[src/rtl/pipe_mem_wb.sv]
// MEM/WB pipeline register with write-back select, address-error exception
// capture (AdEL/AdES) and a retired-instruction counter.
module pipe_mem_wb #(
    parameter int WIDTH    = 32,
    parameter int RN_W     = 5,
    parameter int EXC_ADEL = 4,
    parameter int EXC_ADES = 5
) (
    input  logic             clk,
    input  logic             rst,
    input  logic             stall,
    input  logic             flush,
    input  logic             m_valid,
    input  logic [WIDTH-1:0] m_pc,
    input  logic [WIDTH-1:0] m_alu,
    input  logic [WIDTH-1:0] m_ramout,
    input  logic [RN_W-1:0]  m_rn,
    input  logic             m_wreg,
    input  logic             m_m2reg,
    input  logic             m_store,
    input  logic             m_addr_err,
    output logic             w_valid,
    output logic [WIDTH-1:0] w_data,
    output logic [RN_W-1:0]  w_rn,
    output logic             w_wreg,
    output logic             exc_req,
    output logic [4:0]       exc_code,
    output logic [WIDTH-1:0] exc_epc,
    output logic [WIDTH-1:0] exc_badvaddr,
    input  logic             exc_ack,
    output logic [31:0]      retire_cnt
);

    typedef enum logic {IDLE, PEND} exc_state_t;

    exc_state_t state, state_n;
    logic       load;
    logic       fault;
    logic       capture;

    assign load  = ~flush & ~stall;
    assign fault = load & m_valid & m_addr_err;

    // Pipeline register: rst > flush (bubble) > stall (hold) > load
    always_ff @(posedge clk) begin
        if (rst) begin
            w_valid <= 1'b0;
            w_data  <= '0;
            w_rn    <= '0;
            w_wreg  <= 1'b0;
        end else if (flush) begin
            w_valid <= 1'b0;
            w_data  <= '0;
            w_rn    <= '0;
            w_wreg  <= 1'b0;
        end else if (!stall) begin
            w_valid <= m_valid & ~m_addr_err;
            w_data  <= m_m2reg ? m_ramout : m_alu;
            w_rn    <= m_rn;
            w_wreg  <= m_valid & m_wreg & ~m_addr_err & (m_rn != '0);
        end
    end

    // Retired-instruction counter, free-running wrap
    always_ff @(posedge clk) begin
        if (rst)
            retire_cnt <= '0;
        else if (load && m_valid && !m_addr_err)
            retire_cnt <= retire_cnt + 32'd1;
    end

    // Exception FSM state register
    always_ff @(posedge clk) begin
        if (rst)
            state <= IDLE;
        else
            state <= state_n;
    end

    // Next state; a fault arriving with exc_ack replaces the acknowledged one
    always_comb begin
        state_n = state;
        capture = 1'b0;
        case (state)
            IDLE: begin
                if (fault) begin
                    state_n = PEND;
                    capture = 1'b1;
                end
            end
            PEND: begin
                if (exc_ack) begin
                    if (fault) begin
                        state_n = PEND;
                        capture = 1'b1;
                    end else begin
                        state_n = IDLE;
                    end
                end
            end
            default: state_n = IDLE;
        endcase
    end

    // Exception request output
    always_comb begin
        exc_req = (state == PEND);
    end

    // Exception detail fields, latched only when a fault is accepted
    always_ff @(posedge clk) begin
        if (rst) begin
            exc_code     <= '0;
            exc_epc      <= '0;
            exc_badvaddr <= '0;
        end else if (capture) begin
            exc_code     <= m_store ? 5'(EXC_ADES) : 5'(EXC_ADEL);
            exc_epc      <= m_pc;
            exc_badvaddr <= m_alu;
        end
    end

endmodule

[config.mk]
export PLATFORM = sky130hd
export DESIGN_NAME = pipe_mem_wb
export DESIGN_NICKNAME = d
export VERILOG_FILES = /design/src/rtl/pipe_mem_wb.sv
export SDC_FILE = /design/constraint.sdc
export NUM_CORES = 1
export LEC_CHECK = 0
export ABC_CLOCK_PERIOD_IN_PS = 2350
export CORE_MARGIN = 2
export CORE_UTILIZATION = 37
export DETAILED_ROUTE_END_ITERATION = 7
export GPL_ROUTABILITY_DRIVEN = 1
export PLACE_DENSITY_LB_ADDON = 0.1
export SYNTH_ARGS = -nofsm -noshare
export SYNTH_HDL_FRONTEND = slang
export SYNTH_SLANG_ARGS = --single-unit
[constraint.sdc]
create_clock -name clk -period 2.35 [get_ports clk]
set_input_delay 0.47 -clock clk [delete_from_list [all_inputs] [get_ports clk]]
set_output_delay 0.47 -clock clk [all_outputs]
set_load 0.05 [all_outputs]
=== Word-level counts from Yosys, hierarchy flattened ===
Cells that the tools add are included.
Widths: inputs -> output; s select.

* Reductions and logical operators: 5
* Muxes and demuxes: 7
* Add/subtract/negate cells: 1
* Bitwise logic cells: 11

{| class="wikitable"
|+ Operators with widths
! cell !! number
|-
| $add 32x1->32 const B || 1
|-
| $mux 32 || 1
|-
| $and 1x1->1 || 7
|-
| $reduce_bool 5->1 || 1
|-
| $mux 1 || 4
|-
| $not 1->1 || 4
|-
| $pmux 1 s2 || 2
|-
| $logic_and 1x1->1 || 2
|-
| $reduce_or 2->1 || 1
|-
| $logic_not 1->1 || 1
|}

* Logic and storage cells: 33
* Bits in registers: 141
* Input bits: 111
* Output and inout bits: 141

=== Depth between registers and ports, before layout ===
Gate-level depths: netlist of the first run.

* Depth after elaboration: 7
* Gate-level depth with buffers: 7
* Depth with buffers taken out: 5

=== Worst setup path before layout of the first run ===
No wires, ideal clock.

* Path kind: register -> register
* From: register retire_cnt[13]
* To: register retire_cnt[31]
* Path slack: -0.106 ns
* Clock period less this slack: 2.456 ns
* Required time: 2.229 ns
* Cell stages (with the launch flop): 7
* Setup time: 0.121 ns
* Path buffers: 2
* Arrival time: 2.336 ns
* Path through: dfxtp_1 > nand4_1 > or4_1 > clkbuf_1 > clkbuf_1 > nor4_1 > mux2_2

* Longest elaborated chain between the ends: 1

{| class="wikitable"
|+ Ends and longest elaborated chain
! what !! line !! RTL
|-
| start: declaration || 31 || <nowiki>output logic [31:0] retire_cnt</nowiki>
|-
| start signal: assignment || 69 || <nowiki>retire_cnt <= retire_cnt + 32'd1;</nowiki>
|-
| $add 32x1->32 || 69 ||
|}

Every way passes these cells.
A chain may end at the register's enable or synchronous reset.

=== Worst setup path after layout of the first run ===
* From: input port m_addr_err
* To: register retire_cnt[28]

* Longest elaborated chain between the ends: 2

{| class="wikitable"
|+ Ends and longest elaborated chain
! what !! line !! RTL
|-
| start: declaration || 21 || <nowiki>input logic m_addr_err,</nowiki>
|-
| $logic_not 1->1 || 68 || <nowiki>else if (load && m_valid && !m_addr_err)</nowiki>
|-
| $logic_and 1x1->1 || 68 ||
|}

Every way passes these cells.

==> flow_summary.json, run 1 <==
{
  "run_status": "completed",
  "synth_top_family_by_area": "simple AND/OR/NAND/NOR gates",
  "yosysUniqueCellTypes": 32,
  "antenna_found_initial": 0,
  "hold_viol_final": 0,
  "post-dp-hpwl_um": 11640,
  "startpoint_type": "primary input",
  "synth_fa_ha_area_share_pct": 0.2282,
  "clockBufferDepth": 2,
  "synth_common_cells": "nand2_1, dfxtp_1, a21oi_1",
  "synth_top_area_share_pct": 50.39,
  "synthXorXnorAreaFrac_pct": 1.757,
  "synth_seq_area_share_pct": 50.39,
  "post-route-period-util_pct": 95.38,
  "fin_cells": 1106,
  "dp_cells": 1074,
  "drv_cap": 0,
  "slew_headroom_pct": 48.22,
  "grt_max_degree": 101,
  "highest_layer": "met4",
  "power_leakage_nw": 3.111,
  "min_period_ps": 2241,
  "crit_fanout": 8,
  "drt_iter0_markers": 351,
  "synthesis.instances": 676,
  "cts_sinks": 138,
  "ys_async_sr_fraction_pct": 0,
  "synthesis.area_um2": 5483,
  "synth-simple-area-share_pct": 22.52,
  "start_util_pct": 37.87,
  "synth-edff-count": 0,
  "cp.arrival_ps": 2510,
  "grt_use_total_pct": 21.03,
  "drc_errors": 0,
  "rsz0062_at_grt": "false",
  "coreArea_um2": 14480,
  "power-per-cell-area_nw_per_um2": 633.4,
  "report.final.slew_viol_count": 0,
  "cts_tree": "yes",
  "clock_latency_ps": 410,
  "setup-violations-final": 0,
  "grt_pass1_wl_um": 26900,
  "gr-total-overflow": 0,
  "die_x_um": 125.7,
  "hp-class": "reg -> reg",
  "dr_total_vias": 5489,
  "die_y_um": 125.7,
  "avgSynthCellArea_um2": 8.111,
  "total_power_mw": 5.563,
  "dr.pass1.iters": 4,
  "tightest_slew_ps": 776.7,
  "cts_root_buf": "clkbuf_16",
  "critPathRequiredTime_ps": 2620,
  "wl_um": 17000,
  "ir_worst_vdd_mv": 0.4278,
  "port-buffer-count": 248,
  "num_io_pins": 252,
  "core.rowCount": 44,
  "viasPerCell": 4.963,
  "wl_met3_um": 1285,
  "synth_mux_area_share_pct": 7.143,
  "cp-end-kind": "flip-flop",
  "clkTransAtPathRegs_ps": 50,
  "post_drt_wl_per_cell_um": 15.37,
  "drtAntennaViolNets": 0,
  "skew_ps": 5.821,
  "setup_tns_ps": 0,
  "synthTopCellsByArea": "dfxtp_1, a21oi_1, nand2_1, mux2i_1, nor2_1",
  "ys_ff_latch": 138,
  "wl_met1_um": 6900,
  "yosys_warnings": 0,
  "htree_levels": 4,
  "yosysTopAreaCell": "dfxtp_1",
  "drive_gt1_share_pct": 7.592,
  "grt_pass1_vias": 5495,
  "dieArea_um2": 15810,
  "cts-buffers-inserted": 17,
  "max_freq_ghz": 0.4461,
  "fin_nets": 1025,
  "met2_length_um": 8506,
  "path_class": "in -> reg",
  "yosysMostFrequentCell": "nand2_1",
  "num_antenna_cells": 0,
  "globalplace.congestion": 0.7990,
  "synth-main-ff-cell": "dfxtp_1",
  "synth_compound_area_share_pct": 13.24,
  "area_growth_pct": 60.18
}
metal layers:
metal | vias up | global-route usage [%]
met2 | 177 | 37.27
met1 | 2545 | 23.34
met4 | 0 | 8.080
met5 | - | 0
met3 | 20 | 7.052
li1 | 2747 | -
critical path: stages:
cell           delay (ps)
dlygate4sd2_1         260
or4b_4                570
or4_4                 520
buf_6                 150
buf_6                 130
buf_4                 150
o31ai_2               170
a21oi_1                90
power by group:
group | leakage [nW] | total [mW] | switching [mW] | internal [mW]
sequential | 1.12 | 2.41 | 0.0243 | 2.39
clock | 0.265 | 2.44 | 0.897 | 1.54
combinational | 1.72 | 0.711 | 0.390 | 0.321
total | 3.11 | 5.56 | 1.31 | 4.25
area by class of cell:
class,instances,area [um^2]
fillers,1285,5697
flip-flops and latches,138,2773
repair buffers,269,2688
multi-input cells,478,2522
clock buffers,25,495.5
well taps,184,230.2
clock inverters,3,40.04
inverters,9,33.78
state kept, by name, indices dropped and copies added (netlist names):
register	cells
w_rn	5
retire_cnt	32
w_valid	1
w_wreg	1
w_data	32
exc_badvaddr	32
exc_req	1
exc_code	2
exc_epc	32
worst paths after layout:
kind	end	cells after the start	start	slack, ps
worst max-delay path	retire_cnt[28]	8	m_addr_err	110
worst min-delay path	exc_epc[15]	2	exc_epc[15]	450
worst max register to register	retire_cnt[29]	4	retire_cnt[17]	170
worst min register to register	exc_epc[15]	2	exc_epc[15]	450
metrics by stage:
stage               setup WS [ps]  cell area [um^2]  utilization (%)  hold slack (ps)
finish                      108.5              8782            60.66            451.6
global route                46.27              8782            60.66            468.1
CTS                        0.4574              8748            60.42            453.2
detailed placement         -546.6              8164            56.39            446.7
global placement           -529.5              8164            56.39            441.6
floorplan                   1.234              5508                -            589.7
cells by family (layout without fill, tap and decap cells):
group                    count (synthesis)  count (layout)
flip-flops                             138             138
AO/OA/AOI/OAI                          139             139
other                                    1               3
XOR/XNOR                                11              11
buffers and inverters                   62             306
multiplexers                            39              39
adder cells (fa/ha/maj)                  1               1
AND/OR/NAND/NOR                        285             285
cells in the final DEF, fill, tap and decap left out, types with 2 or more instances in the layout:
master and count:
o31ai_2 2, buf_2 4, a21oi_1 117, nand2_1 139
xnor2_1 10, mux2i_1 38, dfxtp_2 8, or4_4 2
o21ai_0 8, or4_1 14, buf_12 4, clkinv_2 2
clkdlybuf4s50_1 242, buf_6 3, clkbuf_1 4, conb_1 3
a21oi_2 2, nor3_1 4, dlymetal6s2s_1 2, nand3_1 9
or2_2 3, dfxtp_1 130, nor4_1 4, or3_1 7
nand4_1 8, clkbuf_8 4, inv_1 9, buf_4 13
nor2_1 87, o31ai_1 9, clkbuf_16 17
repair_timing:
item / 4_1_cts / 5_1_grt
endpoints found under the setup margin: 13 / 13
pin swaps: 2 / 3
hold buffers: 0 / 0
gates cloned: 1 / 1
buffers inserted: 2 / 0
resized for setup: 9 / 7
No activity file was read; power rests on OpenSTA's default activity.
==> inputs of run 2 (changes only) <==
==> constraint.sdc (replaced) <==
create_clock -name clk -period 2.35 [get_ports clk]
set_input_delay 0.5875 -clock clk [delete_from_list [all_inputs] [get_ports clk]]
set_output_delay 0.5875 -clock clk [all_outputs]
set_load 0.05 [all_outputs]
==> run 2 against run 1 <==
Net effect:
- hold slack lost 0.91 ps
- global-route usage shrank 0.28 points
- routed wire length shrank 3.4%
- critical path type is now reg -> out
==> flow_summary.json, run 2 (same netlist as run 1, synthesis figures left out) <==
{
  "grt_pass1_wl_um": 26520,
  "path_cells": "clkdlybuf4s50_1",
  "dr.pass1.iters": 5,
  "power-per-cell-area_nw_per_um2": 665.9,
  "grt_use_total_pct": 20.75,
  "crit_fanout": 5,
  "drt_iter0_markers": 385,
  "cts_root_buf": "clkbuf_16",
  "cts_sinks": 138,
  "fin_ws_ps": 53.89,
  "drv_cap": 0,
  "report.final.slew_viol_count": 0,
  "num_antenna_cells": 0,
  "max_freq_ghz": 0.4355,
  "area_growth_pct": 60.04,
  "hold_viol_final": 0,
  "use_met3_pct": 8.029,
  "post_drt_wl_per_cell_um": 14.84,
  "startpoint_type": "flip-flop",
  "antenna_found_initial": 0,
  "cts_tree": "yes",
  "start_util_pct": 37.87,
  "tightest_slew_ps": 760.1,
  "crit_slowest_cell": "clkdlybuf4s50_1",
  "coreArea_um2": 14480,
  "cts-buffers-inserted": 17,
  "dpl-instance-area_um2": 8139,
  "min_period_ps": 2296,
  "dr_total_vias": 5502,
  "post_cts_buffers": 0,
  "postLayoutCoreUtil_pct": 60.60,
  "port-buffer-count": 248,
  "grtUsageMet1_pct": 23.14,
  "cp.arrival_ps": 1710,
  "cp-end-kind": "output pin",
  "grtUsageMet2_pct": 35.17,
  "htree_levels": 4,
  "final_cell_area_um2": 8775,
  "setup-violations-final": 0,
  "critPathBufInv": 1,
  "power_leakage_nw": 3.157,
  "skew_ps": 17.52,
  "mostFrequentLayoutCells": "clkdlybuf4s50_1, nand2_1, dfxtp_1",
  "drive_gt1_share_pct": 6.616,
  "ctsHoldBuffers": 0,
  "path_delay_family": "buffers and inverters",
  "die_y_um": 125.7,
  "core.rowCount": 44,
  "run_status": "completed",
  "critPathMaxStageDelay_ps": 880,
  "drc_errors": 0,
  "gr-max-usage-layer": "met2",
  "total_power_mw": 5.843,
  "rsz0062_at_grt": "false",
  "dieArea_um2": 15810,
  "viasPerCell": 4.975,
  "fin_nets": 1021,
  "post-route-period-util_pct": 97.71,
  "grt_max_degree": 75,
  "drtAntennaViolNets": 0,
  "wl_um": 16410,
  "critPathRequiredTime_ps": 1760,
  "clockBufferDepth": 2,
  "post-dp-hpwl_um": 11530,
  "clock_latency_ps": 420,
  "hp-class": "reg -> reg",
  "dp_slack_ps": -596.2,
  "final_common_cell": "clkdlybuf4s50_1",
  "globalplace.congestion": 0.7930,
  "nFillCells": 1265,
  "clkTransAtPathRegs_ps": 50,
  "setup_tns_ps": 0,
  "num_io_pins": 252,
  "gr-total-overflow": 0,
  "slew_headroom_pct": 49.32,
  "ir_worst_vdd_mv": 0.3905,
  "path_class": "reg -> out",
  "die_x_um": 125.7,
  "grt_pass1_vias": 5342
}
## run 2: changes by cell type in the layout (fill, tap and decap cells not counted), moves of 2 or more
cell,previous run,this run
o31ai_2,2,0
dlygate4sd2_1,1,3
dfxtp_2,8,4
o31ai_1,9,12
dfxtp_1,130,134
a21oi_2,2,0
bufinv_16,1,3
clkdlybuf4s50_1,242,239
a21oi_1,117,119
## run 2: area by class of cell
class / instances / area, um^2 / share of cell area, %
clock inverters: 7 / 112.6 / 1.283
repair buffers: 265 / 2644 / 30.13
inverters: 9 / 33.78 / 0.3850
flip-flops and latches: 138 / 2768 / 31.54
multi-input cells: 478 / 2491 / 28.39
clock buffers: 25 / 495.5 / 5.647
well taps: 184 / 230.2 / 2.624
## run 2: stage by stage
stage	hold WS [ps]	instances
global placement	441.5	1073
floorplan	606.1	678
global route	471.3	1106
finish	450.7	1106
detailed placement	445.6	1073
CTS	453.2	1106
## run 2: final timing paths
kind | from | to | slack [ps] | cells past startpoint
worst max register to register | retire_cnt[19] | retire_cnt[24] | 200 | 4
worst min-delay path | exc_epc[14] | exc_epc[14] | 450 | 2
worst min register to register | exc_epc[14] | exc_epc[14] | 450 | 2
worst max-delay path | retire_cnt[4] | retire_cnt[4] | 50 | 1
## run 2: power by group
group	switching (mW)	internal (mW)
clock	0.950	1.78
combinational	0.387	0.318
sequential	0.0238	2.39
total	1.36	4.48
## run 2: what timing repair did
item / 4_1_cts / 5_1_grt
setup endpoints to repair: 19 / 3
pin swaps: 3 / 0
gates resized for setup: 8 / 3
gates cloned: 1 / 0
## run 2: routing by layer
metal | share of wire [%] | vias up
met1 | 40 | 2522
met4 | 3.0 | 0
met3 | 8.4 | 31
met5 | 0 | -
li1 | - | 2755
met2 | 48 | 194
## run 2: worst reg2reg max path, stage by stage, from the launching register on
cell	delay (ps)
dfxtp_1	410
nand4_1	180
or4_1	770
or4_1	560
a21oi_1	160
